## src/rtl/fpu_result_select.sv

```systemverilog
// Final stage of the FPU add/sub path: pairs queued exception-block decisions with
// datapath results in order and presents the IEEE-754 result through a registered valid/ready stage.
`timescale 1ns/1ps
module fpu_result_select #(
    parameter int WIDTH     = 32,
    parameter int EXP_BITS  = 8,
    parameter int MANT_BITS = 23,
    parameter int DEPTH     = 4
) (
    input  logic             clk,
    input  logic             arst_n,
    input  logic             exc_valid,
    output logic             exc_ready,
    input  logic [2:0]       exception_flag,
    input  logic [WIDTH-2:0] copied_operand,
    input  logic             exc_sign,
    input  logic             dp_valid,
    output logic             dp_ready,
    input  logic [WIDTH-1:0] dp_result,
    output logic             res_valid,
    input  logic             res_ready,
    output logic [WIDTH-1:0] result,
    output logic             res_special,
    output logic             err_underflow
);

    localparam int PTR_W   = $clog2(DEPTH);
    localparam int CNT_W   = PTR_W + 1;
    localparam int ENTRY_W = WIDTH + 3;

    localparam logic [WIDTH-1:0] QNAN =
        {1'b0, {EXP_BITS{1'b1}}, 1'b1, {(MANT_BITS-1){1'b0}}};

    typedef enum logic [2:0] {
        FLAG_NONE          = 3'b000,
        FLAG_NAN           = 3'b001,
        FLAG_COPY_A        = 3'b010,
        FLAG_COPY_B        = 3'b011,
        FLAG_FIN_MIN_INF   = 3'b100,
        FLAG_ZERO_MIN_ZERO = 3'b101,
        FLAG_ZERO_MIN_SOME = 3'b110,
        FLAG_SUB_SAME_VAL  = 3'b111
    } exc_flag_e;

    logic [ENTRY_W-1:0] fifo_mem_q [DEPTH];
    logic [PTR_W-1:0]   wr_ptr_q, wr_ptr_d;
    logic [PTR_W-1:0]   rd_ptr_q, rd_ptr_d;
    logic [CNT_W-1:0]   count_q, count_d;
    logic               res_valid_q, res_valid_d;
    logic [WIDTH-1:0]   result_q, result_d;
    logic               res_special_q, res_special_d;
    logic               err_underflow_q, err_underflow_d;

    logic               push, pop;
    logic [ENTRY_W-1:0] head;
    exc_flag_e          head_flag;
    logic               head_sign;
    logic [WIDTH-2:0]   head_mag;
    logic [WIDTH-1:0]   sel_result;

    // Full blocks pushes even when a pop happens the same cycle.
    assign exc_ready = (count_q != CNT_W'(DEPTH));
    assign dp_ready  = (count_q != '0) & (~res_valid_q | res_ready);
    assign push      = exc_valid & exc_ready;
    assign pop       = dp_valid & dp_ready;

    assign head      = fifo_mem_q[rd_ptr_q];
    assign head_flag = exc_flag_e'(head[ENTRY_W-1 -: 3]);
    assign head_sign = head[WIDTH-1];
    assign head_mag  = head[WIDTH-2:0];

    always_comb begin
        sel_result = dp_result;
        case (head_flag)
            FLAG_NONE:          sel_result = dp_result;
            FLAG_NAN:           sel_result = QNAN;
            FLAG_COPY_A,
            FLAG_COPY_B,
            FLAG_ZERO_MIN_SOME: sel_result = {head_sign, head_mag};
            FLAG_FIN_MIN_INF:   sel_result = {head_sign, {EXP_BITS{1'b1}}, {MANT_BITS{1'b0}}};
            FLAG_ZERO_MIN_ZERO: sel_result = {head_sign, {(WIDTH-1){1'b0}}};
            FLAG_SUB_SAME_VAL:  sel_result = '0;
        endcase
    end

    always_comb begin
        wr_ptr_d        = wr_ptr_q;
        rd_ptr_d        = rd_ptr_q;
        count_d         = count_q;
        res_valid_d     = res_valid_q;
        result_d        = result_q;
        res_special_d   = res_special_q;
        err_underflow_d = err_underflow_q;

        if (push) wr_ptr_d = wr_ptr_q + PTR_W'(1);
        if (pop)  rd_ptr_d = rd_ptr_q + PTR_W'(1);
        if (push && !pop)      count_d = count_q + CNT_W'(1);
        else if (pop && !push) count_d = count_q - CNT_W'(1);

        if (pop) begin
            res_valid_d   = 1'b1;
            result_d      = sel_result;
            res_special_d = (head_flag != FLAG_NONE);
        end else if (res_ready) begin
            res_valid_d   = 1'b0;
        end

        if (dp_valid && (count_q == '0)) err_underflow_d = 1'b1;
    end

    always_ff @(posedge clk) begin
        if (push) fifo_mem_q[wr_ptr_q] <= {exception_flag, exc_sign, copied_operand};
    end

    always_ff @(posedge clk or negedge arst_n) begin
        if (!arst_n) begin
            wr_ptr_q        <= '0;
            rd_ptr_q        <= '0;
            count_q         <= '0;
            res_valid_q     <= 1'b0;
            result_q        <= '0;
            res_special_q   <= 1'b0;
            err_underflow_q <= 1'b0;
        end else begin
            wr_ptr_q        <= wr_ptr_d;
            rd_ptr_q        <= rd_ptr_d;
            count_q         <= count_d;
            res_valid_q     <= res_valid_d;
            result_q        <= result_d;
            res_special_q   <= res_special_d;
            err_underflow_q <= err_underflow_d;
        end
    end

    assign res_valid     = res_valid_q;
    assign result        = result_q;
    assign res_special   = res_special_q;
    assign err_underflow = err_underflow_q;

endmodule
```

## config.mk

```make
export PLATFORM = sky130hd
export DESIGN_NAME = fpu_result_select
export DESIGN_NICKNAME = d
export VERILOG_FILES = /design/src/rtl/fpu_result_select.sv
export SDC_FILE = /design/constraint.sdc
export NUM_CORES = 1
export LEC_CHECK = 0
export ABC_CLOCK_PERIOD_IN_PS = 6930
export CELL_PAD_IN_SITES_DETAIL_PLACEMENT = 0
export CELL_PAD_IN_SITES_GLOBAL_PLACEMENT = 1
export CORE_MARGIN = 3
export CORE_UTILIZATION = 40
export CTS_CLUSTER_DIAMETER = 50
export CTS_CLUSTER_SIZE = 40
export DETAILED_ROUTE_END_ITERATION = 10
export PLACE_DENSITY_LB_ADDON = 0.1
export SYNTH_ARGS = -nofsm -noshare
export SYNTH_HDL_FRONTEND = slang
export SYNTH_SLANG_ARGS = --single-unit
```

## constraint.sdc

```tcl
create_clock -name clk -period 6.93 [get_ports clk]
set_input_delay 1.7325 -clock clk [delete_from_list [all_inputs] [get_ports clk]]
set_output_delay 1.7325 -clock clk [all_outputs]
set_load 0.05 [all_outputs]
```

==> metrics.txt, run 1 <==
# TYPE chip_impl_metric gauge
chip_impl_info{name="mostFrequentLayoutCell",value="sky130_fd_sc_hd__edfxtp_1"} 1
chip_impl_info{name="timing.critical_path.mode_cell",value="sky130_fd_sc_hd__clkdlybuf4s50_1"} 1
chip_impl_metric{name="power.leakage",unit="nW"} 3.156
chip_impl_metric{name="totalPowerFinal",unit="mW"} 3.917
chip_impl_metric{name="worst_slack",unit="ns"} 2.035
chip_impl_metric{name="design_area",unit="µm²"} 8942
chip_impl_metric{name="dieArea",unit="µm²"} 19370
chip_impl_info{name="cp_cell_sequence",value="clkdlybuf4s50_1 > nor2b_1 > nor2_1 > clkdlybuf4s50_1"} 1
chip_impl_info{name="status",value="finished clean"} 1
chip_impl_metric{name="clock_sinks",unit=""} 182
chip_impl_metric{name="final_worst_path_cycle_share",unit="%"} 70.63
chip_impl_metric{name="buffer_ports.inserted",unit=""} 108
chip_impl_metric{name="fmax",unit="MHz"} 204.3
chip_impl_metric{name="crit_path_max_incr_delay",unit="ns"} 0.80
chip_impl_metric{name="routed_wire_length",unit="µm"} 14560
chip_impl_info{name="final_cell_mix",value="140 x sky130_fd_sc_hd__edfxtp_1, 107 x sky130_fd_sc_hd__clkdlybuf4s50_1, 40 x sky130_fd_sc_hd__dfrtp_1"} 1
chip_impl_metric{name="min_period",unit="ns"} 4.895
chip_impl_metric{name="numCtsBuffers",unit=""} 17
chip_impl_metric{name="grt_pass1_vias",unit=""} 4031
chip_impl_metric{name="post_drt_wl_per_cell",unit="µm"} 20.42
chip_impl_metric{name="h-tree-depth",unit=""} 4
chip_impl_metric{name="ctsLongestPathBuffers",unit=""} 2
chip_impl_info{name="clock-root-buffer",value="sky130_fd_sc_hd__clkbuf_16"} 1
chip_impl_info{name="worst_setup_path_start_kind",value="input pin"} 1
chip_impl_metric{name="fillerInstances",unit=""} 1438
chip_impl_metric{name="overflow",unit=""} 0
chip_impl_metric{name="num_vias",unit=""} 3665
chip_impl_info{name="worstSetupEndpointType",value="output pin"} 1
chip_impl_info{name="min_path_type",value="reg2reg"} 1
chip_impl_metric{name="rows",unit=""} 48
chip_impl_metric{name="final_hold_viol_count",unit=""} 0
chip_impl_metric{name="r2r_slack",unit="ns"} 3.47
chip_impl_metric{name="clk_pin_slew",unit="ns"} 0.07
chip_impl_metric{name="timing.critical_path.fanout_max",unit=""} 4
chip_impl_metric{name="pre_cts_ws",unit="ns"} 2.026
chip_impl_metric{name="mappedNetlistArea",unit="µm²"} 7093
chip_impl_metric{name="synth-edff-count",unit=""} 140
chip_impl_metric{name="sequential_cell_area_fraction_in_the_yosys_report",unit="%"} 74.09
chip_impl_metric{name="timing_max_transition_violations_final",unit=""} 0
chip_impl_metric{name="timing_worst_slew_pin_value",unit="ns"} 1.079
chip_impl_metric{name="synth_cell_types",unit=""} 36
chip_impl_metric{name="synth.net_count",unit=""} 441
chip_impl_metric{name="crit_required",unit="ns"} 5.20
chip_impl_metric{name="grt_first_pass_wirelength",unit="µm"} 22950
chip_impl_info{name="cts_tree",value="built"} 1
chip_impl_metric{name="worst-endpoint-arrival",unit="ns"} 3.16
chip_impl_metric{name="pin_count_of_the_biggest_net_entering_global_routing",unit=""} 43
chip_impl_metric{name="fin_util",unit="%"} 51.52
chip_impl_metric{name="synth_seq_cells",unit=""} 182
chip_impl_metric{name="clock_skew",unit="ns"} 0.01501
chip_impl_metric{name="die_h",unit="µm"} 139.2
chip_impl_info{name="ys_top_cells_by_area",value="sky130_fd_sc_hd__edfxtp_1 59%, sky130_fd_sc_hd__dfrtp_1 15%, sky130_fd_sc_hd__mux4_2 11%"} 1
chip_impl_metric{name="detailed_place_hpwl",unit="µm"} 8609
chip_impl_metric{name="synth_warnings",unit=""} 0
chip_impl_metric{name="async_reset_ff_share",unit="%"} 23.08
chip_impl_metric{name="first_pass_iters",unit=""} 4
chip_impl_metric{name="post-cts-setup-buffers",unit=""} 0
chip_impl_metric{name="maxCapViolations",unit=""} 0
chip_impl_info{name="synthFlopType",value="sky130_fd_sc_hd__edfxtp_1"} 1
chip_impl_metric{name="layout-drive-gt1-share",unit="%"} 19.26
chip_impl_metric{name="fp.dieW",unit="µm"} 139.2
chip_impl_metric{name="drt_iter0_drc",unit=""} 200
chip_impl_info{name="post-synth-top-area-cell",value="sky130_fd_sc_hd__edfxtp_1"} 1
chip_impl_metric{name="cts.repair.resized",unit=""} 0
chip_impl_info{name="timing_worst_setup_path_type",value="in2out"} 1
chip_impl_metric{name="p_per_area",unit="nW/µm²"} 438.0
chip_impl_metric{name="syn_avg_cell_area",unit="µm²"} 19.54
chip_impl_info{name="critical_path.slowest_cell",value="sky130_fd_sc_hd__clkdlybuf4s50_1"} 1
chip_impl_metric{name="clock_latency",unit="ns"} 0.42
chip_impl_metric{name="postRouteAntennaNets",unit=""} 0
chip_impl_metric{name="postPlaceCellArea",unit="µm²"} 8362
chip_impl_info{name="setup_repair_after_global_routing_missed_its_margin",value="no"} 1
chip_impl_metric{name="num-nets-final",unit=""} 553
chip_impl_metric{name="slew_headroom",unit="%"} 28.04
chip_impl_metric{name="place_congestion",unit=""} 0.7132
chip_impl_metric{name="diodes",unit=""} 0
chip_impl_metric{name="detail_route.drc_violations",unit=""} 0
chip_impl_metric{name="avgViaCountPerCell",unit=""} 5.140
chip_impl_metric{name="design.core.area",unit="µm²"} 17360
chip_impl_metric{name="ctsHoldBuffers",unit=""} 0
chip_impl_metric{name="setup_violations",unit=""} 0
chip_impl_metric{name="setup_total_negative_slack",unit="ns"} 0
chip_impl_metric{name="design.portCount",unit=""} 109
chip_impl_metric{name="initial_core_util",unit="%"} 40.87
chip_impl_metric{name="post_synthesis_to_final_layout_area_growth",unit="%"} 26.07
chip_impl_metric{name="peakVddDrop",unit="V"} 0.0002158
chip_impl_metric{name="globalRouteTotalUtil",unit="%"} 15.66
chip_impl_metric{name="synth_cells",unit=""} 363
chip_impl_metric{name="synth_largest_type_area_fraction",unit="%"} 59.27
chip_impl_metric{name="initial_antenna_violation_count",unit=""} 0
power breakdown:
part	switching (mW)	leakage [nW]	internal (mW)
Clock	0.404	0.279	0.533
Combinational	0.831	1.07	0.575
Sequential	0.103	1.80	1.47
Total	1.34	3.16	2.58
registers in the layout, indices dropped and copies added (netlist names):
name,cells
fifo_mem_q,140
err_underflow,1
res_special,1
rd_ptr_q,2
wr_ptr_q,2
count_q,3
result,32
res_valid,1
worst max-delay path, delay by kind of cell:
family | cells | cell delay [ns]
buf+inv | 2 | 1.26
simple gates | 2 | 0.17
per-layer routing:
| layer | GRT usage [%] | vias up | share of wire [%] |
|---|---|---|---|
| met5 | 0 | - | 0 |
| met4 | 3.862 | 0 | 0.59 |
| met3 | 4.207 | 7 | 4.1 |
| met2 | 26.69 | 85 | 52 |
| met1 | 20.13 | 1899 | 43 |
| li1 | - | 1674 | - |
area by class of cell:
class / instances / area, µm² / share of cell area (%)
Clock buffer: 17 / 425.4 / 4.757
Clock inverter: 15 / 155.1 / 1.735
Inverter: 5 / 18.77 / 0.2099
Multi-Input combinational cell: 158 / 1705 / 19.07
Sequential cell: 182 / 5258 / 58.79
Tap cell: 225 / 281.5 / 3.148
Timing Repair Buffer: 111 / 1099 / 12.28
metrics by stage:
step | hold slack (ns) | std cells
3_3_place_gp | 0.4620 | 681
3_5_place_dp | 0.4648 | 681
6_report | 0.4748 | 713
5_1_grt | 0.4985 | 713
4_1_cts | 0.4814 | 713
2_1_floorplan | 0.4636 | 363
worst paths after layout:
path	from	to	cells past startpoint
setup / recovery	res_ready	dp_ready	4
min in group asynchronous	arst_n	result[20]$_DFFE_PN0P_	1
max in group asynchronous	arst_n	rd_ptr_q[1]$_DFFE_PN0P_	1
setup reg to reg	rd_ptr_q[0]$_DFFE_PN0P_	result[7]$_DFFE_PN0P_	5
hold / removal	result[28]$_DFFE_PN0P_	result[28]$_DFFE_PN0P_	2
hold reg to reg	result[28]$_DFFE_PN0P_	result[28]$_DFFE_PN0P_	2
synth_stat cells, types with 2 or more instances:
cell type and number:
sky130_fd_sc_hd__xnor2_1 4, sky130_fd_sc_hd__buf_8 2, sky130_fd_sc_hd__o21ai_0 3, sky130_fd_sc_hd__mux4_2 34, sky130_fd_sc_hd__clkbuf_1 6, sky130_fd_sc_hd__nor3_1 3, sky130_fd_sc_hd__mux2_2 3, sky130_fd_sc_hd__a221o_2 17
sky130_fd_sc_hd__mux2i_1 2, sky130_fd_sc_hd__inv_1 5, sky130_fd_sc_hd__buf_6 2, sky130_fd_sc_hd__o31ai_1 8, sky130_fd_sc_hd__edfxtp_1 140, sky130_fd_sc_hd__dfrtp_1 42, sky130_fd_sc_hd__nor2_1 22, sky130_fd_sc_hd__and2_1 21
sky130_fd_sc_hd__buf_4 2, sky130_fd_sc_hd__xor2_1 2, sky130_fd_sc_hd__nand2_1 11, sky130_fd_sc_hd__and3_1 5, sky130_fd_sc_hd__buf_2 5, sky130_fd_sc_hd__a221o_1 6, sky130_fd_sc_hd__ha_1 5
cell families after synthesis:
kind of cell | share of synthesized area (%)
xor gates and xnor gates | 0.7409
DFF | 74.09
adders and majority gates | 1.164
and+or+nand+nor | 5.151
AOI/OAI and AO/OA | 4.992
muxes | 11.92
buffers and inverters | 1.940
No activity file was read; power rests on OpenSTA's default activity.
==> run 2: changes to the inputs <==
--- a/config.mk
+++ b/config.mk
@@ -5,7 +5,7 @@
 export SDC_FILE = /design/constraint.sdc
 export NUM_CORES = 1
 export LEC_CHECK = 0
-export ABC_CLOCK_PERIOD_IN_PS = 6930
+export ABC_CLOCK_PERIOD_IN_PS = 4700
 export CELL_PAD_IN_SITES_DETAIL_PLACEMENT = 0
 export CELL_PAD_IN_SITES_GLOBAL_PLACEMENT = 1
 export CORE_MARGIN = 3
==> constraint.sdc (replaced) <==
create_clock -name clk -period 4.7 [get_ports clk]
set_input_delay 1.175 -clock clk [delete_from_list [all_inputs] [get_ports clk]]
set_output_delay 1.175 -clock clk [all_outputs]
set_load 0.05 [all_outputs]
==> run 2 against run 1 <==
Net effect:
- register-to-register slack got worse by 1.9 ns
- non-clock buffer count is 1 higher
- final cell count is 0.14% higher
- sequential cell count unchanged
- first-iteration DRC count shrank 26%
- sequential share of layout area fell by 0.090 points
- wire length is 0.62% lower
- via count rose by 0.85%
- clock skew increased by 0.0015 ns
- critical path depth unchanged
- highest routed layer unchanged
==> metrics.txt, run 2 (synthesis gave the netlist of run 1 again) <==
# TYPE chip_impl_metric gauge
chip_impl_info{name="status",value="finished clean"} 1
chip_impl_metric{name="first_pass_iters",unit=""} 4
chip_impl_metric{name="setup_total_negative_slack",unit="ns"} 0
chip_impl_metric{name="diodes",unit=""} 0
chip_impl_metric{name="grt_pass1_vias",unit=""} 4003
chip_impl_metric{name="timing.critical_path.fanout_max",unit=""} 4
chip_impl_info{name="timing.critical_path.mode_cell",value="sky130_fd_sc_hd__clkdlybuf4s50_1"} 1
chip_impl_metric{name="post-cts-setup-buffers",unit=""} 0
chip_impl_info{name="cp_cell_sequence",value="clkdlybuf4s50_1 > nor2b_1 > nor2_1 > clkdlybuf4s50_1"} 1
chip_impl_metric{name="clock_sinks",unit=""} 182
chip_impl_metric{name="ctsHoldBuffers",unit=""} 0
chip_impl_metric{name="final_worst_path_cycle_share",unit="%"} 80.65
chip_impl_metric{name="p_per_area",unit="nW/µm²"} 645.3
chip_impl_metric{name="r2r_slack",unit="ns"} 1.55
chip_impl_metric{name="pin_count_of_the_biggest_net_entering_global_routing",unit=""} 43
chip_impl_metric{name="h-tree-depth",unit=""} 4
chip_impl_metric{name="drt_iter0_drc",unit=""} 149
chip_impl_metric{name="fp.dieW",unit="µm"} 139.2
chip_impl_metric{name="grt_first_pass_wirelength",unit="µm"} 22620
chip_impl_metric{name="design.portCount",unit=""} 109
chip_impl_info{name="final_cell_mix",value="140 x sky130_fd_sc_hd__edfxtp_1, 107 x sky130_fd_sc_hd__clkdlybuf4s50_1, 40 x sky130_fd_sc_hd__dfrtp_1"} 1
chip_impl_info{name="worst_setup_path_start_kind",value="input pin"} 1
chip_impl_metric{name="dieArea",unit="µm²"} 19370
chip_impl_metric{name="timing_max_transition_violations_final",unit=""} 0
chip_impl_metric{name="final_hold_viol_count",unit=""} 0
chip_impl_metric{name="postRouteAntennaNets",unit=""} 0
chip_impl_metric{name="clk_pin_slew",unit="ns"} 0.06
chip_impl_metric{name="die_h",unit="µm"} 139.2
chip_impl_metric{name="initial_core_util",unit="%"} 40.87
chip_impl_metric{name="slew_headroom",unit="%"} 33.67
chip_impl_metric{name="power.leakage",unit="nW"} 3.166
chip_impl_metric{name="min_period",unit="ns"} 3.790
chip_impl_metric{name="initial_antenna_violation_count",unit=""} 0
chip_impl_metric{name="avgViaCountPerCell",unit=""} 5.176
chip_impl_metric{name="detail_route.drc_violations",unit=""} 0
chip_impl_metric{name="r2r.worst_path.cells",unit=""} 4
chip_impl_info{name="timing.rr.start",value="rd_ptr_q[0]$_DFFE_PN0P_"} 1
chip_impl_metric{name="maxCapViolations",unit=""} 0
chip_impl_metric{name="fin_util",unit="%"} 51.60
chip_impl_metric{name="rows",unit=""} 48
chip_impl_metric{name="worst-endpoint-arrival",unit="ns"} 2.62
chip_impl_metric{name="fmax",unit="MHz"} 263.8
chip_impl_metric{name="ctsLongestPathBuffers",unit=""} 2
chip_impl_metric{name="peakVddDrop",unit="V"} 0.0003927
chip_impl_metric{name="fillerInstances",unit=""} 1424
chip_impl_info{name="mostFrequentLayoutCell",value="sky130_fd_sc_hd__edfxtp_1"} 1
chip_impl_metric{name="detailed_place_hpwl",unit="µm"} 8718
chip_impl_info{name="timing_worst_setup_path_type",value="in2out"} 1
chip_impl_info{name="worst_hold_path.endpoint",value="result[27]$_DFFE_PN0P_"} 1
chip_impl_metric{name="clock_latency",unit="ns"} 0.42
chip_impl_info{name="worstSetupEndpointType",value="output pin"} 1
chip_impl_info{name="setup_repair_after_global_routing_missed_its_margin",value="no"} 1
chip_impl_metric{name="design.core.area",unit="µm²"} 17360
chip_impl_metric{name="crit_required",unit="ns"} 3.52
chip_impl_metric{name="worst_hold_path.num_cells",unit=""} 2
chip_impl_metric{name="overflow",unit=""} 0
chip_impl_info{name="min_path_type",value="reg2reg"} 1
chip_impl_metric{name="cts.repair.resized",unit=""} 0
chip_impl_metric{name="final-seq-area",unit="µm²"} 5258
chip_impl_info{name="clock-root-buffer",value="sky130_fd_sc_hd__clkbuf_16"} 1
chip_impl_metric{name="num_vias",unit=""} 3696
chip_impl_metric{name="post_drt_wl_per_cell",unit="µm"} 20.27
chip_impl_info{name="critical_path.slowest_cell",value="sky130_fd_sc_hd__clkdlybuf4s50_1"} 1
chip_impl_metric{name="setup_violations",unit=""} 0
chip_impl_metric{name="buffer_ports.inserted",unit=""} 108
chip_impl_metric{name="numCtsBuffers",unit=""} 17
chip_impl_metric{name="layout-drive-gt1-share",unit="%"} 20.04
chip_impl_metric{name="post_synthesis_to_final_layout_area_growth",unit="%"} 26.27
chip_impl_metric{name="routed_wire_length",unit="µm"} 14470
chip_impl_metric{name="globalRouteTotalUtil",unit="%"} 15.46
chip_impl_metric{name="place_congestion",unit=""} 0.7156
chip_impl_metric{name="timing_worst_slew_pin_value",unit="ns"} 0.9949
chip_impl_metric{name="crit_path_max_incr_delay",unit="ns"} 0.80
chip_impl_metric{name="clock_skew",unit="ns"} 0.01652
chip_impl_info{name="cts_tree",value="built"} 1
chip_impl_metric{name="footprint_of_the_multi_input_gates",unit="µm²"} 1705
chip_impl_metric{name="largest_register_ff_count",unit=""} 140
chip_impl_info{name="worstHoldStart",value="result[27]$_DFFE_PN0P_"} 1
chip_impl_info{name="regToRegEndpoint",value="result[4]$_DFFE_PN0P_"} 1
chip_impl_info{name="regMostFlops",value="fifo_mem_q"} 1
chip_impl_metric{name="num-nets-final",unit=""} 554
[run 2: changes by cell type in the layout (fill, tap and decap cells not counted), sizes merged]
| cell | delta |
|---|---|
| inv | +7 |
| clkinv | -7 |
| bufinv | -1 |
| clkinvlp | +1 |
| buf | +1 |
[run 2: how the worst max path moves through the flow]
| stage | start | to | slack (ns) | depth (start not counted) |
|---|---|---|---|---|
| floorplan | res_ready | count_q[2]$_DFFE_PN0P_ | 1.39 | 11 |
| global placement | res_ready | dp_ready | 0.92 | 4 |
| detailed placement | res_ready | dp_ready | 0.90 | 4 |
| CTS | res_ready | dp_ready | 0.90 | 4 |
| global route | res_ready | dp_ready | 0.86 | 4 |
| finish | res_ready | dp_ready | 0.91 | 4 |
[run 2: layer usage]
metal	global-route usage [%]	vias to the layer above	share of wire, %
met4	5.098	0	1.2
li1	-	1682	-
met1	19.10	1912	42
met3	4.069	12	4.5
met5	0	-	0
met2	26.64	90	52
[run 2: area by class of cell]
cell class              instances  area share, %
multi-input cells             158          19.04
inverters                       5         0.2096
flip-flops and latches        182          58.70
well taps                     225          3.143
clock buffers                  17          4.750
clock inverters                15          1.802
repair buffers                112          12.35
[run 2: power breakdown]
group | internal [mW] | switching, mW
clock | 0.757 | 0.639
sequential | 2.17 | 0.211
combinational | 0.847 | 1.16
[run 2: worst max-delay path: cells and delay by family]
family	cells	cell delay [ns]
buf+inv	2	1.26
simple gates	2	0.18
[run 2: stage by stage]
step | hold WS (ns) | area (µm²) | setup slack (ns) | std cells | total power [mW]
after floorplan | 0.4636 | 7093 | 1.386 | 363 | 3.817
after global placement | 0.4615 | 8369 | 0.9169 | 682 | 4.445
after detailed placement | 0.4665 | 8369 | 0.8957 | 682 | 4.468
after CTS | 0.4816 | 8956 | 0.8957 | 714 | 5.873
after global routing | 0.5033 | 8956 | 0.8560 | 714 | 6.080
final | 0.4791 | 8956 | 0.9097 | 714 | 5.779
==> run 3: changes to the inputs <==
--- a/config.mk
+++ b/config.mk
@@ -5,7 +5,7 @@
 export SDC_FILE = /design/constraint.sdc
 export NUM_CORES = 1
 export LEC_CHECK = 0
-export ABC_CLOCK_PERIOD_IN_PS = 4700
+export ABC_CLOCK_PERIOD_IN_PS = 3550
 export CELL_PAD_IN_SITES_DETAIL_PLACEMENT = 0
 export CELL_PAD_IN_SITES_GLOBAL_PLACEMENT = 1
 export CORE_MARGIN = 3
==> constraint.sdc (replaced) <==
create_clock -name clk -period 3.55 [get_ports clk]
set_input_delay 0.8875 -clock clk [delete_from_list [all_inputs] [get_ports clk]]
set_output_delay 0.8875 -clock clk [all_outputs]
set_load 0.05 [all_outputs]
==> run 3 against run 2 <==
Net effect:
- global-route usage increased by 0.13 points
- final area rose by 0.71%
- critical path type is now reg2out
- largest cell class unchanged
- final cell count up 0.98%
- clock skew down 0.0081 ns
==> metrics.txt, run 3 (synthesis gave the netlist of run 1 again) <==
# TYPE chip_impl_metric gauge
chip_impl_metric{name="drt_iter0_drc",unit=""} 198
chip_impl_metric{name="design.portCount",unit=""} 109
chip_impl_metric{name="setup_total_negative_slack",unit="ns"} 0
chip_impl_metric{name="clock_latency",unit="ns"} 0.42
chip_impl_metric{name="final_worst_path_cycle_share",unit="%"} 78.68
chip_impl_info{name="regToRegEndpoint",value="result[3]$_DFFE_PN0P_"} 1
chip_impl_info{name="worst_setup_path_start_kind",value="flop"} 1
chip_impl_metric{name="slew_headroom",unit="%"} 53.30
chip_impl_info{name="cts_tree",value="built"} 1
chip_impl_metric{name="post-cts-setup-buffers",unit=""} 0
chip_impl_info{name="timing.rr.start",value="rd_ptr_q[0]$_DFFE_PN0P_"} 1
chip_impl_info{name="regMostFlops",value="fifo_mem_q"} 1
chip_impl_metric{name="die_h",unit="µm"} 139.2
chip_impl_metric{name="net-switching-power",unit="mW"} 2.591
chip_impl_metric{name="fp.dieW",unit="µm"} 139.2
chip_impl_metric{name="p_per_area",unit="nW/µm²"} 849.4
chip_impl_metric{name="totalPowerFinal",unit="mW"} 7.661
chip_impl_metric{name="largest_register_ff_count",unit=""} 140
chip_impl_metric{name="crit_required",unit="ns"} 2.66
chip_impl_metric{name="dieArea",unit="µm²"} 19370
chip_impl_metric{name="footprint_of_the_multi_input_gates",unit="µm²"} 1705
chip_impl_metric{name="clock_skew",unit="ns"} 0.008467
chip_impl_info{name="min_path_type",value="reg2reg"} 1
chip_impl_metric{name="diodes",unit=""} 0
chip_impl_metric{name="grt_pass1_vias",unit=""} 3929
chip_impl_info{name="path_delay_family",value="buffers and inverters"} 1
chip_impl_metric{name="post_drt_wl_per_cell",unit="µm"} 20.10
chip_impl_metric{name="path_depth",unit=""} 3
chip_impl_metric{name="swShare",unit="%"} 33.82
chip_impl_metric{name="design.core.area",unit="µm²"} 17360
chip_impl_metric{name="cts.repair.resized",unit=""} 0
chip_impl_metric{name="first_pass_iters",unit=""} 5
chip_impl_metric{name="fmax",unit="MHz"} 358.0
chip_impl_metric{name="post_synthesis_to_final_layout_area_growth",unit="%"} 27.17
chip_impl_info{name="clock-root-buffer",value="sky130_fd_sc_hd__clkbuf_16"} 1
chip_impl_metric{name="numCtsBuffers",unit=""} 17
chip_impl_metric{name="rows",unit=""} 48
chip_impl_metric{name="min_period",unit="ns"} 2.793
chip_impl_metric{name="timing_worst_slew_pin_value",unit="ns"} 0.6988
chip_impl_metric{name="design_area",unit="µm²"} 9020
chip_impl_metric{name="buffer_ports.inserted",unit=""} 108
chip_impl_metric{name="clock_sinks",unit=""} 182
chip_impl_info{name="worstSetupEndpointType",value="output pin"} 1
chip_impl_info{name="cp_cell_sequence",value="nor2_1 > nand2_1 > clkdlybuf4s50_1"} 1
chip_impl_metric{name="peakVddDrop",unit="V"} 0.0004183
chip_impl_info{name="setup_repair_after_global_routing_missed_its_margin",value="no"} 1
chip_impl_metric{name="num_vias",unit=""} 3717
chip_impl_metric{name="overflow",unit=""} 0
chip_impl_metric{name="detail_route.drc_violations",unit=""} 0
chip_impl_metric{name="worstPathBufferInverterCount",unit=""} 1
chip_impl_metric{name="timing.critical_path.fanout_max",unit=""} 6
chip_impl_metric{name="p_comb_share",unit="%"} 36.0
chip_impl_metric{name="power.leakage",unit="nW"} 3.194
chip_impl_metric{name="timing_max_transition_violations_final",unit=""} 0
chip_impl_metric{name="routed_wire_length",unit="µm"} 14490
chip_impl_metric{name="r2r_slack",unit="ns"} 0.85
chip_impl_info{name="final_cell_mix",value="140 x sky130_fd_sc_hd__edfxtp_1, 106 x sky130_fd_sc_hd__clkdlybuf4s50_1, 40 x sky130_fd_sc_hd__dfrtp_1"} 1
chip_impl_metric{name="initial_antenna_violation_count",unit=""} 0
chip_impl_metric{name="worst-endpoint-arrival",unit="ns"} 1.91
chip_impl_metric{name="pin_count_of_the_biggest_net_entering_global_routing",unit=""} 37
chip_impl_metric{name="final-seq-area",unit="µm²"} 5258
chip_impl_info{name="status",value="finished clean"} 1
chip_impl_metric{name="power.internal",unit="mW"} 5.070
chip_impl_metric{name="ctsHoldBuffers",unit=""} 0
chip_impl_metric{name="layout-drive-gt1-share",unit="%"} 20.56
chip_impl_metric{name="crit_path_max_incr_delay",unit="ns"} 0.85
chip_impl_info{name="mostFrequentLayoutCell",value="sky130_fd_sc_hd__edfxtp_1"} 1
chip_impl_metric{name="maxCapViolations",unit=""} 0
chip_impl_info{name="timing_worst_setup_path_type",value="reg2out"} 1
chip_impl_metric{name="final_hold_viol_count",unit=""} 0
chip_impl_info{name="worst_hold_path.endpoint",value="result[27]$_DFFE_PN0P_"} 1
chip_impl_metric{name="fillerInstances",unit=""} 1413
chip_impl_metric{name="globalRouteTotalUtil",unit="%"} 15.60
chip_impl_metric{name="detailed_place_hpwl",unit="µm"} 9306
chip_impl_metric{name="grt_first_pass_wirelength",unit="µm"} 22560
chip_impl_metric{name="power.share.clock",unit="%"} 23.3
chip_impl_info{name="critical_path.slowest_cell",value="sky130_fd_sc_hd__clkdlybuf4s50_1"} 1
chip_impl_metric{name="setup_violations",unit=""} 0
chip_impl_metric{name="h-tree-depth",unit=""} 4
chip_impl_metric{name="fin_util",unit="%"} 51.97
chip_impl_metric{name="postPlaceCellArea",unit="µm²"} 8457
chip_impl_metric{name="postRouteAntennaNets",unit=""} 0
chip_impl_metric{name="clk_pin_slew",unit="ns"} 0.06
chip_impl_metric{name="r2r.worst_path.cells",unit=""} 4
chip_impl_metric{name="avgViaCountPerCell",unit=""} 5.155
chip_impl_metric{name="initial_core_util",unit="%"} 40.87
chip_impl_metric{name="power.sequential.fraction",unit="%"} 40.8
chip_impl_metric{name="num-nets-final",unit=""} 561
chip_impl_metric{name="worst_hold_path.num_cells",unit=""} 2
chip_impl_info{name="worstHoldStart",value="result[27]$_DFFE_PN0P_"} 1
chip_impl_metric{name="place_congestion",unit=""} 0.7051
chip_impl_metric{name="ctsLongestPathBuffers",unit=""} 2
==> run 3: changes by cell type in the layout (fill, tap and decap cells not counted), moves of 2 or more <==
| cell | change |
|---|---|
| sky130_fd_sc_hd__inv_6 | -2 |
| sky130_fd_sc_hd__buf_12 | +3 |
| sky130_fd_sc_hd__clkinv_1 | +3 |
| sky130_fd_sc_hd__inv_8 | -5 |
| sky130_fd_sc_hd__buf_4 | +5 |
==> run 3: tightest hold or removal path, stage by stage (launching register included) <==
cell	delay [ns]
sky130_fd_sc_hd__dfrtp_1	0.34
sky130_fd_sc_hd__nand2_1	0.05
sky130_fd_sc_hd__o31ai_1	0.06
==> run 3: per-stage QoR <==
stage | hold slack, ns | setup slack [ns] | cells
final | 0.4763 | 0.7569 | 721
after global routing | 0.5093 | 0.6429 | 721
after CTS | 0.4849 | 0.7149 | 721
after detailed placement | 0.4700 | 0.4491 | 689
after global placement | 0.4614 | 0.5374 | 689
after floorplan | 0.4636 | 0.5239 | 363
==> run 3: cell type report <==
cell class | count | share of cell area (%)
clock inverters | 14 | 1.484
clock buffers | 18 | 4.758
inverters | 5 | 0.2081
well taps | 225 | 3.121
multi-input cells | 158 | 18.91
repair buffers | 119 | 13.23
flip-flops and latches | 182 | 58.29
==> run 3: power groups by stage <==
stage               Clock (mW)  Sequential (mW)  Combinational, mW
global placement             0             3.16               2.80
global route              1.93             3.18               2.94
floorplan                    0             3.60               1.45
finish                    1.78             3.12               2.75
CTS                       1.83             3.14               2.81
detailed placement           0             3.17               2.81
==> run 3: worst max-delay path by stage <==
stage / to / start
2_1_floorplan: count_q[2]$_DFFE_PN0P_ / res_ready
3_3_place_gp: count_q[1]$_DFFE_PN0P_ / dp_valid
3_5_place_dp: count_q[1]$_DFFE_PN0P_ / dp_valid
4_1_cts: exc_ready / count_q[0]$_DFFE_PN0P_
5_1_grt: exc_ready / count_q[0]$_DFFE_PN0P_
6_report: exc_ready / count_q[0]$_DFFE_PN0P_
==> run 3: per-layer routing <==
layer  part of all wire (%)  up-vias  track usage [%]  wire [µm]
met2                     51       94            25.88       7443
met3                    4.2        8            4.483        611
met5                      0        -                0          0
li1                       -     1689                -          -
met4                   0.68        0            4.325         99
met1                     44     1926            20.29       6334
==> edit 1: new RTL, flow settings as in run 3 <==
Change the parameter `DEPTH` from 4 to 8.
--- a/src/rtl/fpu_result_select.sv
+++ b/src/rtl/fpu_result_select.sv
@@ -5,7 +5,7 @@
     parameter int WIDTH     = 32,
     parameter int EXP_BITS  = 8,
     parameter int MANT_BITS = 23,
-    parameter int DEPTH     = 4
+    parameter int DEPTH     = 8
 ) (
     input  logic             clk,
     input  logic             arst_n,
Function: changed (Yosys sat finds a counterexample within 10 cycles, from zero or initial values and one cycle with arst_n low).
==> edit 1 against run 3 <==
  * Worst hold slack got worse by 0.026 ns
  * Count of clock-buffer cells in the layout increased by 21
  * Wire length rose by 86%
  * Sequential cell count increased by 143
  * Worst setup slack worse by 0.038 ns
  * Final area up 72%
  * Total power up 70%
  * Non-clock buffer count rose by 9
  * Largest power group unchanged
  * Synthesized area is 77% higher
  * Via count up 64%
  * Clock skew rose by 0.0074 ns
==> edit 1: results (changes against run 3) <==
** Outcome
- Status :: complete, no violations (unchanged)

** Place
- Post-Place Setup Slack :: 0.431 ns (was 0.449 ns)
- Detail Placement HPWL :: 15600 um (was 9310 um)
- The placer's final routability congestion estimate was 0.715 (was 0.705).

** GRT
- The initial antenna violation count came to 1 (was 0).
- The maximum number of pins on one net before global-route repair came to 53 (was 37).
- The first-pass GRT wire length is 41500 um (was 22600 um).
- The number of global-route vias before repair is 6593 (was 3929).
- Global-route total usage across every layer :: 16.5% (was 15.6%)

** Detailed routing
- Iteration-0 DRC count of the detailed router :: 373 (was 198)
- The per-cell routed wire length came to 23.3 um (was 20.1 um).
- Via count normalized by instance count :: 5.29 (was 5.16)
- The total DRC errors in the routed layout was 0 (unchanged).
- The length of the first detailed-routing pass in iterations was 4 (was 5).

** Finish
- The net count reported at finish came to 811 (was 561).
- The share of post-route cells with drive strength above 1 came to 22.7% (was 20.6%).
- Top reg by flops :: fifo_mem_q (unchanged)
- The flip-flop count of the largest register, all copies and words added is 280 (was 140).

** Timing
- Final clock skew :: 0.0158 ns (was 0.00847 ns)
- The headroom to the max-slew limit was 37.9% (was 53.3%).
- The ratio of final minimum period to clock period was 79.7% (was 78.7%).

** Power
- Reported leakage power :: 5.23 nW (was 3.19 nW)
- Maximum vdd ir drop :: 399 uV (was 418 uV)

** Setup path
- The end point of the critical path was exc_ready (unchanged).
- Critical path data arrival time :: 1.94 ns (was 1.91 ns)
- Path depth of the worst reg2reg path :: 5 (was 4)
- The beginning of the critical path is count_q[0]$_DFFE_PN0P_ (unchanged).
- Maximum fanout along the worst path :: 5 (was 6)
- The terminus of the critical flop-to-flop path is result[22]$_DFFE_PN0P_ (was result[3]$_DFFE_PN0P_).

** Clock tree
- The H-tree depth reported by CTS is 2 (was 4).
- CTS buffer count :: 34 (was 17)
- The number of buffers between clock root and the deepest sink is 3 (was 2).
- The clock latency of the later-clocked register in the worst-skew pair was 0.51 ns (was 0.42 ns).

** Logic synthesis
- Top post-synthesis cells by area :: edfxtp_1, mux4_2, dfrtp_1, mux2i_1, a221o_1 (was edfxtp_1, dfrtp_1, mux4_2, a221o_2, and2_1)
- EDFF count, synth :: 280 (was 140)
- The number of distinct library cell variants in the gate-level netlist after synthesis was 39 (was 36).
- Number of nets produced by synthesis :: 676 (was 441)
- The share of async-settable or async-resettable flops after synthesis came to 13.8% (was 23.1%).
- Commonest cells in the netlist :: edfxtp_1, mux4_2, dfrtp_1, nor2_1, mux2i_1 (was edfxtp_1, dfrtp_1, mux4_2, nor2_1, and2_1)
- Share of synthesized area occupied by flip-flops and latches :: 75.8% (was 74.1%)

** Hold path
- The depth of the worst hold-timing path came to 1 (was 2).
==> edit 1: cell types whose count changed after synthesis, moves of 18 or more <==
cell | run 3 | this run
edfxtp_1 | 140 | 280
mux4_2 | 34 | 70
nor2_1 | 22 | 41
mux2i_1 | 2 | 32
and2_1 | 21 | 1
a221o_1 | 6 | 24
==> edit 1: cells by family (layout without fill, tap and decap cells) <==
family                     Yosys count  after routing  share of synthesized area [%]
AOI/OAI and AO/OA                   48             48                           3.22
DFF                                325            325                           75.8
xor gates and xnor gates             8              8                          0.557
and+or+nand+nor                     73             73                           2.72
muxes                              107            107                           15.7
buffers and inverters               31            191                           1.36
adders and majority gates            6              6                          0.656
==> edit 1: routing by layer <==
metal / GRT usage (%) / vias to the layer above / routed length [um]
met5: 0 / - / 13
met4: 3.69 / 2 / 401
met3: 3.19 / 38 / 1390
met2: 27.6 / 155 / 13400
met1: 22.7 / 3178 / 11700
li1: - / 2729 / -
==> edit 1: report_power, final <==
part | internal [W] | total (W) | leakage [nW] | switching [W]
registers | 0.00488 | 0.00524 | 3.10 | 0.000354
logic | 0.00189 | 0.00427 | 1.59 | 0.00238
clock network | 0.00203 | 0.00353 | 0.543 | 0.00150
total | 0.00880 | 0.0130 | 5.23 | 0.00424
==> edit 1: through the flow <==
stage                     cells  instance area, um2  power, W
final                      1154               15500    0.0130
after floorplan             598               12600   0.00825
after global placement     1093               14400   0.00964
after detailed placement   1093               14400   0.00970
after global routing       1154               15500    0.0137
after CTS                  1154               15500    0.0133
==> edit 1: cell type report <==
type,count,area (um2)
inverters,2,7.51
fillers,2481,15300
repair buffers,128,1390
clock inverters,22,239
clock buffers,39,901
flip-flops and latches,325,9540
well taps,396,495
multi-input cells,242,2950
==> edit 1: worst max-delay path, cell delays in order, from the launching register on <==
cell             delay (ns)
dfrtp_1                0.45
nor3_1                 0.21
nand2_1                0.08
clkdlybuf4s50_1        0.70
==> edit 1: worst min-delay path by stage <==
stage	endpoint	start	slack (ns)
3_3_place_gp	err_underflow$_DFFE_PN0P_	err_underflow$_DFFE_PN0P_	0.44
6_report	err_underflow$_DFFE_PN0P_	err_underflow$_DFFE_PN0P_	0.45
4_1_cts	err_underflow$_DFFE_PN0P_	err_underflow$_DFFE_PN0P_	0.46
3_5_place_dp	err_underflow$_DFFE_PN0P_	err_underflow$_DFFE_PN0P_	0.45
2_1_floorplan	count_q[3]$_DFFE_PN0P_	count_q[3]$_DFFE_PN0P_	0.46
5_1_grt	err_underflow$_DFFE_PN0P_	err_underflow$_DFFE_PN0P_	0.47
==> edit 2: new RTL, config.mk and constraints of run 3 <==
Made on the original files. Make the reset (`arst_n`) synchronous in one clocked block.
--- a/src/rtl/fpu_result_select.sv
+++ b/src/rtl/fpu_result_select.sv
@@ -112,7 +112,7 @@
         if (push) fifo_mem_q[wr_ptr_q] <= {exception_flag, exc_sign, copied_operand};
     end
 
-    always_ff @(posedge clk or negedge arst_n) begin
+    always_ff @(posedge clk) begin
         if (!arst_n) begin
             wr_ptr_q        <= '0;
             rd_ptr_q        <= '0;
Formal check against the unedited RTL: differs if arst_n is asserted again (counterexample within 4 cycles, from zero or initial values and one cycle with arst_n low); with arst_n held inactive, the same outputs for 4 cycles.
==> edit 2 against run 3 <==
  * Sequential cell count increased by 2
  * Cell count increased by 4.2%
  * Final area about the same
  * Wire length increased by 6.3%
  * Maximum frequency increased by 3.7%
  * Total power decreased by 9.3%
  * Worst setup slack improved by 0.099 ns
  * Synthesized area decreased by 1.4%
  * Largest power group unchanged
==> edit 2: results (changes against run 3) <==
** Detailed routing
- The routed metal-1 wirelength came to 6800 um (was 6330 um).
- Number of optimization iterations in the first detailed-route pass :: 4 (was 5)
- The count of routing violations after the opening detailed-route iteration was 281 (was 198).
- The routed length on met2 is 7650 um (was 7440 um).
- The routed via count divided by cell count came to 5.28 (was 5.16).

** Finish
- The share of post-route cells with drive strength above 1 was 17.3% (was 20.6%).
- Filler cell count in the final layout :: 1412 (was 1413)
- The net count reported at finish came to 596 (was 561).

** Logic synthesis
- Synthesized instance count :: 399 (was 363)
- Async SR Flop Fraction :: 0% (was 23.1%)
- Share of the synthesized area in compound gates (AO/OA/AOI/OAI) :: 6.08% (was 4.99%)
- Number of distinct library cells after synthesis :: 39 (was 36)
- Commonest cells in the netlist :: edfxtp_1, dfxtp_1, nor2_1, mux4_2, o21ai_0 (was edfxtp_1, dfrtp_1, mux4_2, nor2_1, and2_1)
- Top post-synthesis cells by area :: edfxtp_1, dfxtp_1, mux4_2, nor2_1, a221oi_1 (was edfxtp_1, dfrtp_1, mux4_2, a221o_2, and2_1)
- The xor-xnor portion of the synthesized cell area is 0.501% (was 0.741%).
- The share of the yosys chip area belonging to registers was 72.7% (was 74.1%).
- Adder-Cell Fraction of Synth Area :: 1.18% (was 1.16%)
- The share of synthesized area spent on multiplexers is 12.0% (was 11.9%).
- The net count after synthesis is 477 (was 441).

** GRT
- First-pass GRT wire length :: 24300 um (was 22600 um)
- The global routing met2 resource utilization came to 27.2% (was 25.9%).
- The global router's overall resource usage was 16.8% (was 15.6%).
- The number of global-route vias before repair is 4203 (was 3929).
- Fraction of met1 tracks used by global routing :: 22.3% (was 20.3%)
- Global routing met3 resource utilization :: 4.32% (was 4.48%)

** Outcome
- Status: complete, no violations (unchanged).

** Place
- The post-placement cell area is 8400 um2 (was 8460 um2).
- Placer Congestion :: 0.690 (was 0.705)
- The final HPWL from detailed placement is 9450 um (was 9310 um).
- Cell total after placement :: 719 (was 689)

** Timing
- The headroom to the max-slew limit is 33.1% (was 53.3%).
- Final clock skew :: 0.00864 ns (was 0.00847 ns)

** Clock tree
- The H-tree depth reported by CTS is 4 (unchanged).
- Clock latency on the worst-skew pair :: 0.42 ns (about the same)

** Setup path
- Critical path data arrival time :: 1.81 ns (was 1.91 ns)
- The largest fanout on the critical path is 5 (was 6).

** Power
- The leakage dissipation was 3.03 nW (was 3.19 nW).
- The highest ir drop seen on vdd is 388 uV (was 418 uV).
==> edit 2: cell count changes in the layout (fill, tap and decap cells not counted), sizes merged, moves of 11 or more <==
cell	before	now
dfrtp	42	0
nor2	24	43
o21ai	3	19
and2	22	5
nand3	0	11
a221o	23	6
a221oi	0	16
dfxtp	0	44
==> edit 2: cells by family after synthesis <==
group	after synthesis
adders and majority gates	6
and+or+nand+nor	79
AOI/OAI and AO/OA	59
muxes	40
buffers and inverters	27
DFF	184
xor gates and xnor gates	4
==> edit 2: per-stage QoR <==
stage               worst slack, ns  hold slack (ns)  utilization (%)
detailed placement            0.542            0.461             49.9
floorplan                     0.416            0.459                -
global route                  0.641            0.494             53.6
global placement              0.559            0.451             49.9
finish                        0.856            0.471             53.6
CTS                           0.812            0.473             53.6
==> edit 2: layout make-up <==
cell class,count,area share (%)
clock buffers,17,4.72
clock inverters,15,2.12
inverters,6,0.250
multi-input cells,188,19.8
flip-flops and latches,184,56.4
well taps,220,3.05
repair buffers,121,13.6
==> edit 2: path summary, 6_finish.rpt <==
check | from | slack (ns) | to | cells after the start
worst min register to register | result[30]$_SDFFE_PN0P_ | 0.47 | result[30]$_SDFFE_PN0P_ | 2
worst min-delay path | result[30]$_SDFFE_PN0P_ | 0.47 | result[30]$_SDFFE_PN0P_ | 2
worst max register to register | flop | 0.91 | result[1]$_SDFFE_PN0P_ | 4
worst max-delay path | count_q[0]$_SDFFE_PN0P_ | 0.86 | exc_ready | 3
==> edit 2: report_power, final <==
part / internal (W) / switching, W
sequential: 0.00267 / 0.000188
clock: 0.00113 / 0.000832
combinational: 0.000857 / 0.00128
total: 0.00465 / 0.00230
==> edit 2: critical path, stage by stage (launching register included) <==
cell,delay (ns)
dfxtp_1,0.43
nor2_1,0.09
nand2_1,0.07
clkdlybuf4s50_1,0.79
